==> src/rtl/fetch_stage.sv <==
// rtl/fetch_stage.sv - IF stage: PC register, IF/ID latch, load-use hazard detection and redirect handling
module fetch_stage #(
  parameter logic [63:0] RESET_PC  = 64'd0,
  parameter logic [31:0] NOP_INSTR = 32'h00000013
) (
  input  logic        clk,
  input  logic        reset,
  output logic [63:0] Instruction_address,
  input  logic [31:0] Instruction,
  input  logic        branch_taken,
  input  logic [63:0] branch_target,
  input  logic        ID_EX_MemRead,
  input  logic [4:0]  ID_EX_RegisterRd,
  output logic [63:0] IF_ID_pc,
  output logic [31:0] IF_ID_instr,
  output logic        IF_ID_valid,
  output logic        stall,
  output logic        id_ex_bubble,
  output logic        flush_id_ex,
  output logic [31:0] stall_count,
  output logic [31:0] flush_count
);

  logic [63:0] pc;
  logic        hazard;

  assign Instruction_address = pc;

  // A bubble in IF/ID never hazards, regardless of its decoded register fields.
  assign hazard = ID_EX_MemRead && (ID_EX_RegisterRd != 5'd0) && IF_ID_valid &&
                  ((ID_EX_RegisterRd == IF_ID_instr[19:15]) ||
                   (ID_EX_RegisterRd == IF_ID_instr[24:20]));

  assign stall        = hazard && !branch_taken;
  assign id_ex_bubble = stall;
  assign flush_id_ex  = branch_taken;

  always_ff @(posedge clk) begin
    if (reset) begin
      pc          <= RESET_PC;
      IF_ID_pc    <= 64'd0;
      IF_ID_instr <= NOP_INSTR;
      IF_ID_valid <= 1'b0;
      stall_count <= 32'd0;
      flush_count <= 32'd0;
    end else if (branch_taken) begin
      pc          <= branch_target;
      IF_ID_pc    <= pc;
      IF_ID_instr <= NOP_INSTR;
      IF_ID_valid <= 1'b0;
      if (flush_count != 32'hFFFF_FFFF) flush_count <= flush_count + 32'd1;
    end else if (stall) begin
      if (stall_count != 32'hFFFF_FFFF) stall_count <= stall_count + 32'd1;
    end else begin
      pc          <= pc + 64'd4;
      IF_ID_pc    <= pc;
      IF_ID_instr <= Instruction;
      IF_ID_valid <= 1'b1;
    end
  end

endmodule

==> config.mk <==
export PLATFORM = sky130hd
export DESIGN_NAME = fetch_stage
export DESIGN_NICKNAME = d
export VERILOG_FILES = /design/src/rtl/fetch_stage.sv
export SDC_FILE = /design/constraint.sdc
export NUM_CORES = 1
export LEC_CHECK = 0
export ABC_CLOCK_PERIOD_IN_PS = 2600
export CORE_UTILIZATION = 43
export CTS_CLUSTER_SIZE = 24
export DETAILED_ROUTE_END_ITERATION = 12
export GPL_TIMING_DRIVEN = 0
export MAX_ROUTING_LAYER = met4
export PLACE_DENSITY = 0.78
export SLEW_MARGIN = 20
export SYNTH_ARGS = -nofsm -noshare
export SYNTH_HDL_FRONTEND = slang
export SYNTH_SLANG_ARGS = --single-unit
==> constraint.sdc <==
create_clock -name clk -period 2.6 [get_ports clk]
set_clock_uncertainty 0.15 [all_clocks]
set_input_delay 0.65 -clock clk [delete_from_list [all_inputs] [get_ports clk]]
set_output_delay 0.65 -clock clk [all_outputs]
set_load 0.1 [all_outputs]
==> results of run 1 <==
[Yosys cell counts (2+ instances only)]
| cell type | count |
|---|---|
| nor4_1 | 25 |
| clkbuf_1 | 92 |
| buf_1 | 4 |
| a31oi_1 | 28 |
| nand2b_1 | 2 |
| a21oi_1 | 160 |
| o21a_1 | 6 |
| a22o_1 | 4 |
| and4b_1 | 2 |
| o211ai_1 | 4 |
| xor2_1 | 12 |
| buf_2 | 5 |
| nand3_1 | 59 |
| o221a_2 | 2 |
| and3_1 | 19 |
| a211oi_1 | 11 |
| inv_1 | 18 |
| a41oi_1 | 6 |
| o22ai_1 | 6 |
| ha_1 | 3 |
| nand4_1 | 50 |
| o31a_1 | 2 |
| and2_1 | 11 |
| mux2_2 | 8 |
| xnor2_1 | 34 |
| or3_1 | 31 |
| a22oi_1 | 5 |
| nand2_1 | 304 |
| o32ai_1 | 2 |
| or4_1 | 11 |
| o31ai_1 | 11 |
| nor3_1 | 34 |
| o41ai_1 | 2 |
| mux2i_1 | 6 |
| o2111ai_1 | 5 |
| buf_4 | 2 |
| nor2b_1 | 5 |
| a41o_1 | 3 |
| and4_1 | 14 |
| nand4b_1 | 2 |
| dfxtp_1 | 225 |
| o21ai_0 | 67 |
| nor2_1 | 98 |
[worst reg2reg max path, delay by kind of cell, from the launching register on]
family          cells  cell delay (ps)
compound gates      1              160
buf+inv             1              190
flops               1              400
simple gates        5             1640
[cells in the final DEF, fill, tap and decap left out, types with 25 or more instances in the layout]
cell             netlist  layout
dfxtp_1              225     102
clkdlybuf4s15_1        0      44
nor3_1                34      30
nand3_1               59      53
dlygate4sd2_1          0     143
xnor2_1               34      25
nand4_1               50      50
clkbuf_2               0      41
clkbuf_1              92      61
o21ai_0               67      65
dfxtp_2                0      75
nor2_1                98      97
a21oi_1              160     160
clkbuf_16              0      25
clkdlybuf4s50_1        0      98
or3_1                 31      31
nand2_1              304     300
clkdlybuf4s15_2        0      29
dfxtp_4                0      48
a31oi_1               28      27
buf_4                  2      40
[routing by layer]
layer | share of wire, % | wire length [µm]
met1 | 41 | 18840
met2 | 46 | 21030
met3 | 9.5 | 4368
met4 | 3.9 | 1791
met5 | 0 | 0
[metrics by stage]
step                      power (µW)  std cells
after floorplan                 4985       1423
after global placement          5588       2079
after detailed placement        5603       2079
after CTS                       9162       2138
after global routing            9439       2160
final                           9185       2160
[state kept, by name (all words and copies together), names as in the netlist]
name / cells
stall_count: 32
flush_count: 32
IF_ID_pc: 64
IF_ID_valid: 1
IF_ID_instr: 32
Instruction_address: 64
[cell families after synthesis]
logic type / count (synthesis) / synth area share (%)
AO/OA/AOI/OAI: 336 / 18.34
XOR/XNOR: 46 / 3.747
adder cells (fa/ha/maj): 3 / 0.3492
buffers and inverters: 122 / 4.387
flip-flops: 225 / 41.89
multiplexers: 14 / 1.397
AND/OR/NAND/NOR: 677 / 29.88
[power by group]
group          total [µW]  internal, µW  leakage [µW]  switching, µW
registers            3720          3560       0.00191            163
logic                1810           446       0.00406           1370
clock network        3660          2160      0.000416           1500
[timing repair]
item | 4_1_cts | 5_1_grt
pin swaps | 17 | 24
setup buffers | 16 | 24
gates resized for setup | 392 | 113
endpoints found under the setup margin | 417 | 239
[final timing paths]
kind,from,end,slack (ps),cells after the start
worst max-delay path,IF_ID_instr[15]$_SDFFE_PP0N_,stall,-60,7
worst min-delay path,IF_ID_instr[28]$_SDFFE_PP0N_,IF_ID_instr[28]$_SDFFE_PP0N_,300,2
worst max register to register,Instruction_address[3]$_SDFFE_PP0P_,Instruction_address[61]$_SDFFE_PP0P_,-10,7
worst min register to register,IF_ID_instr[28]$_SDFFE_PP0N_,IF_ID_instr[28]$_SDFFE_PP0N_,300,2
[area by class of cell]
class	count	area [µm²]
diodes	1	2.502
plain buffers	97	454.2
clock buffers	34	689.4
clock inverters	12	141.4
fillers	2224	8270
inverters	19	83.83
multi-input cells	1076	6133
flip-flops and latches	225	4778
well taps	324	405.4
repair buffers	372	3432
==> results.cfg, run 1 <==
[setup_path]
cpPeakStageDelay_ps = 360
cp_slowest_cell = dfxtp_4
path_cells = xnor2_2 -> nand3_2 -> o22ai_4 -> nand2_4 -> clkinv_8 -> buf_8 -> buf_12
critical_path_buf_inv_count = 3
critPathCaptureType = output pin
arrival_ps = 1860
startpoint_type = flop
critPathTopFamily = flip-flops
path_class = flop to output pin
critPathRequiredTime_ps = 1800
cp_max_fo = 5

[placement]
io_buffers = 332
place_congestion = 0.9995
hpwl_mm = 33.17
place_ws_ps = -2217
postPlaceCellArea_um2 = 14850

[timing]
rsz0062_at_grt = yes
setup_ws_ps = -63.66
fin_tns_setup_ps = -77.51
holdWs_ps = 296.1
layout_min_cycle_time_ps = 2664
maxSlewViolCount = 0
worst_slew_pin_slew_ps = 1051
fin_crit_sh_pct = 102.4
hold_viol = 0
setup_viol = 2
max_clock_freq_ghz = 0.3754
slew_headroom_pct = 30.20

[synth]
syn_avg_cell_area_um2 = 7.556
synth_cell_type_count = 66
async_flop_share_pct = 0
synth_flop_cell = dfxtp_1
synth.area.top_cells = dfxtp_1 (42%), nand2_1 (11%), a21oi_1 (7.4%)
synth_edf_count = 0
yosysSeqAreaShare_pct = 41.89
syn_area_um2 = 10750
synthCells = 1423
synth_top_area_share_pct = 41.89
ys_seq_elements = 225
synthesis.nets = 1531
synth_warnings = 0
yosys.area.top_type = dfxtp_1

[global_routing]
overflow = 0
grt_pass1_vias = 12252
grt_util_all_layers_pct = 35.89
use_met2_pct = 56.15
grt_max_degree = 14
grt_antenna_before_repair = 1
grt_pass1_wl_mm = 70.45
met3_usage_pct = 6.130
grt.busiest_layer = met2
grtUsageMet1_pct = 46.06

[status]
status = finished, violations left
violations = negative setup slack

[routing]
drt_wl_total_mm = 46.03
drc_errors = 0
vias = 12739
avgRoutedWirePerCell_um = 21.31
dr.first_iter.drc_count = 1411
postRouteAntennaNets = 0
vias_per_cell = 5.898
firstDrtPassIters = 5

[floorplanning]
coreArea_um2 = 24390
die_w_um = 160.1
die-area_um2 = 25640
ios = 333
initial_core_util_pct = 44.08
die_y_um = 160.1
core.rowCount = 57

[clock_tree]
clk-insertion-delay-late_ps = 530
cts_root_buf = clkbuf_16
tritoncts = done
clock-sinks = 225
cts_inserted_buffers = 25
cts_max_level = 1
path_clk_slew_ps = 60
cts-hold-fix-buffers = 0
clk_path_buf_depth = 3

[cells_and_area]
syn_to_final_growth_pct = 49.94
drive_gt1_share_pct = 19.29
final_area_um2 = 16120
fin_util_pct = 66.09
nets = 1924

[min_path]
worstHoldPathType = flop to flop

[job]
max_cap_violations = 0

[power_and_ir_drop]
p_leak_uw = 0.006387
ir_drop_mv = 0.5149
pwr_density_cell_nw_per_um2 = 569.8
Power figures use the tool's default switching activity.
==> run 2, diff against run 1 <==
HOLD_SLACK_MARGIN = 0.12   (was default)
==> results of run 2 <==
Same layout as run 1: the final DEF is identical, and so are final timing and power.
==> run 3, diff against run 2 <==
CTS_CLUSTER_SIZE = default   (was 24)
==> results.cfg, run 3 (synthesis gave the netlist of run 1 again) <==
[routing]
firstDrtPassIters = 6
drt_wl_total_mm = 46.02
postRouteAntennaNets = 0
dr.first_iter.drc_count = 1382
drc_errors = 0
avgRoutedWirePerCell_um = 21.31
vias = 12760
vias_per_cell = 5.907

[global_routing]
grt_pass1_vias = 12252
overflow = 0
grt_max_degree = 14
grt_antenna_before_repair = 1
grt_util_all_layers_pct = 35.89
grt_pass1_wl_mm = 70.45

[timing]
holdWs_ps = 296.0
fin_crit_sh_pct = 102.5
slew_headroom_pct = 29.97
layout_min_cycle_time_ps = 2666
setup_ws_ps = -66.20
fin_tns_setup_ps = -69.81
hold_viol = 0
max_clock_freq_ghz = 0.3751
setup_viol = 2
rsz0062_at_grt = yes
maxSlewViolCount = 0
worst_slew_pin_slew_ps = 1055

[floorplanning]
die_y_um = 160.1
ios = 333
initial_core_util_pct = 44.08
coreArea_um2 = 24390
die_w_um = 160.1
core.rowCount = 57
die-area_um2 = 25640

[placement]
hpwl_mm = 33.17
place_inst = 2079
postPlaceCellArea_um2 = 14850
io_buffers = 332
place_congestion = 0.9995

[cells_and_area]
layout_commonest_cell = nand2_1
final_area_um2 = 16120
nets = 1924
fin_util_pct = 66.09
stdcell_count = 2160
syn_to_final_growth_pct = 49.94
layout_common_cells = nand2_1 (300), a21oi_1 (160), dlygate4sd2_1 (143)
drive_gt1_share_pct = 19.29
final.fill_count = 2224

[setup_path]
critPathTopFamily = flip-flops
arrival_ps = 1870
r2r-start = Instruction_address[3]$_SDFFE_PP0P_
cp_slowest_cell = dfxtp_4
critPathLaunch = IF_ID_instr[15]$_SDFFE_PP0N_
path_class = flop to output pin
critical_path_buf_inv_count = 3
path_cells = xnor2_2 -> nand3_2 -> o22ai_4 -> nand2_4 -> clkinv_8 -> buf_8 -> buf_12
cp_max_fo = 5
startpoint_type = flop
critPathRequiredTime_ps = 1800
cpPeakStageDelay_ps = 360
critPathCaptureType = output pin

[power_and_ir_drop]
pwr-share-comb_pct = 19.7
clkPwrFrac_pct = 39.8
power_frac_seq_pct = 40.5
sw_frac_of_total_pct = 32.95
ir_drop_mv = 0.5127
pwr_density_cell_nw_per_um2 = 569.9
switchingPower_uw = 3027
intPower_uw = 6160
p_leak_uw = 0.006387

[clock_tree]
cts-hold-fix-buffers = 0
clk-insertion-delay-late_ps = 540
cts_root_buf = clkbuf_16
clk_path_buf_depth = 3
cts_inserted_buffers = 25
clock-sinks = 225
cts_max_level = 1
path_clk_slew_ps = 60
tritoncts = done

[status]
violations = negative setup slack
status = finished, violations left

[job]
max_cap_violations = 0

[min_path]
min-delay-start = IF_ID_instr[28]$_SDFFE_PP0N_
worstHoldPathType = flop to flop
run 3: cell counts in the layout (fill, tap and decap cells not counted):
Identical to the previous run, type by type.
run 3: worst min-delay path, cell delays in order, from the launching register on:
cell     delay (ps)
dfxtp_1         300
nand2_1          50
a21oi_1          50
run 3: layer usage:
| metal | wire length, µm | vias up | GRT usage [%] |
|---|---|---|---|
| li1 | - | 5872 | - |
| met1 | 18880 | 6015 | 46.06 |
| met2 | 20930 | 720 | 56.15 |
| met3 | 4307 | 153 | 6.130 |
| met4 | 1904 | 0 | 13.98 |
| met5 | 0 | - | - |
run 3: power by group through the flow:
stage / combinational, µW / sequential (µW) / clock (µW)
5_1_grt: 1870 / 3730 / 3840
3_5_place_dp: 1810 / 3790 / 0
3_3_place_gp: 1800 / 3780 / 0
4_1_cts: 1770 / 3710 / 3690
2_1_floorplan: 339 / 4650 / 0
6_report: 1810 / 3720 / 3660
run 3: what timing repair did:
| item | CTS | global route |
|---|---|---|
| buffers inserted | 16 | 24 |
| gates resized for setup | 392 | 113 |
| endpoints found under the setup margin | 417 | 239 |
| pin swaps | 17 | 24 |
run 3: metrics by stage:
step,total power [µW],setup WS (ps)
floorplan,4985,-97.25
global route,9439,-135.1
global placement,5588,-2179
CTS,9162,-185.5
finish,9188,-66.20
detailed placement,5603,-2217
run 3: cell type report:
cell class	count	area [µm²]	share of cell area, %
multi-input cells	1076	6133	38.05
inverters	19	83.83	0.5200
diodes	1	2.502	0.01552
plain buffers	97	454.2	2.817
well taps	324	405.4	2.515
repair buffers	372	3432	21.29
clock buffers	34	689.4	4.277
flip-flops and latches	225	4778	29.64
clock inverters	12	141.4	0.8771
run 3: worst paths after layout:
| check | to | slack [ps] | cells past startpoint |
|---|---|---|---|
| worst max-delay path | stall | -70 | 7 |
| worst min-delay path | IF_ID_instr[28]$_SDFFE_PP0N_ | 300 | 2 |
| worst max register to register | Instruction_address[61]$_SDFFE_PP0P_ | 0 | 7 |
| worst min register to register | IF_ID_instr[28]$_SDFFE_PP0N_ | 300 | 2 |
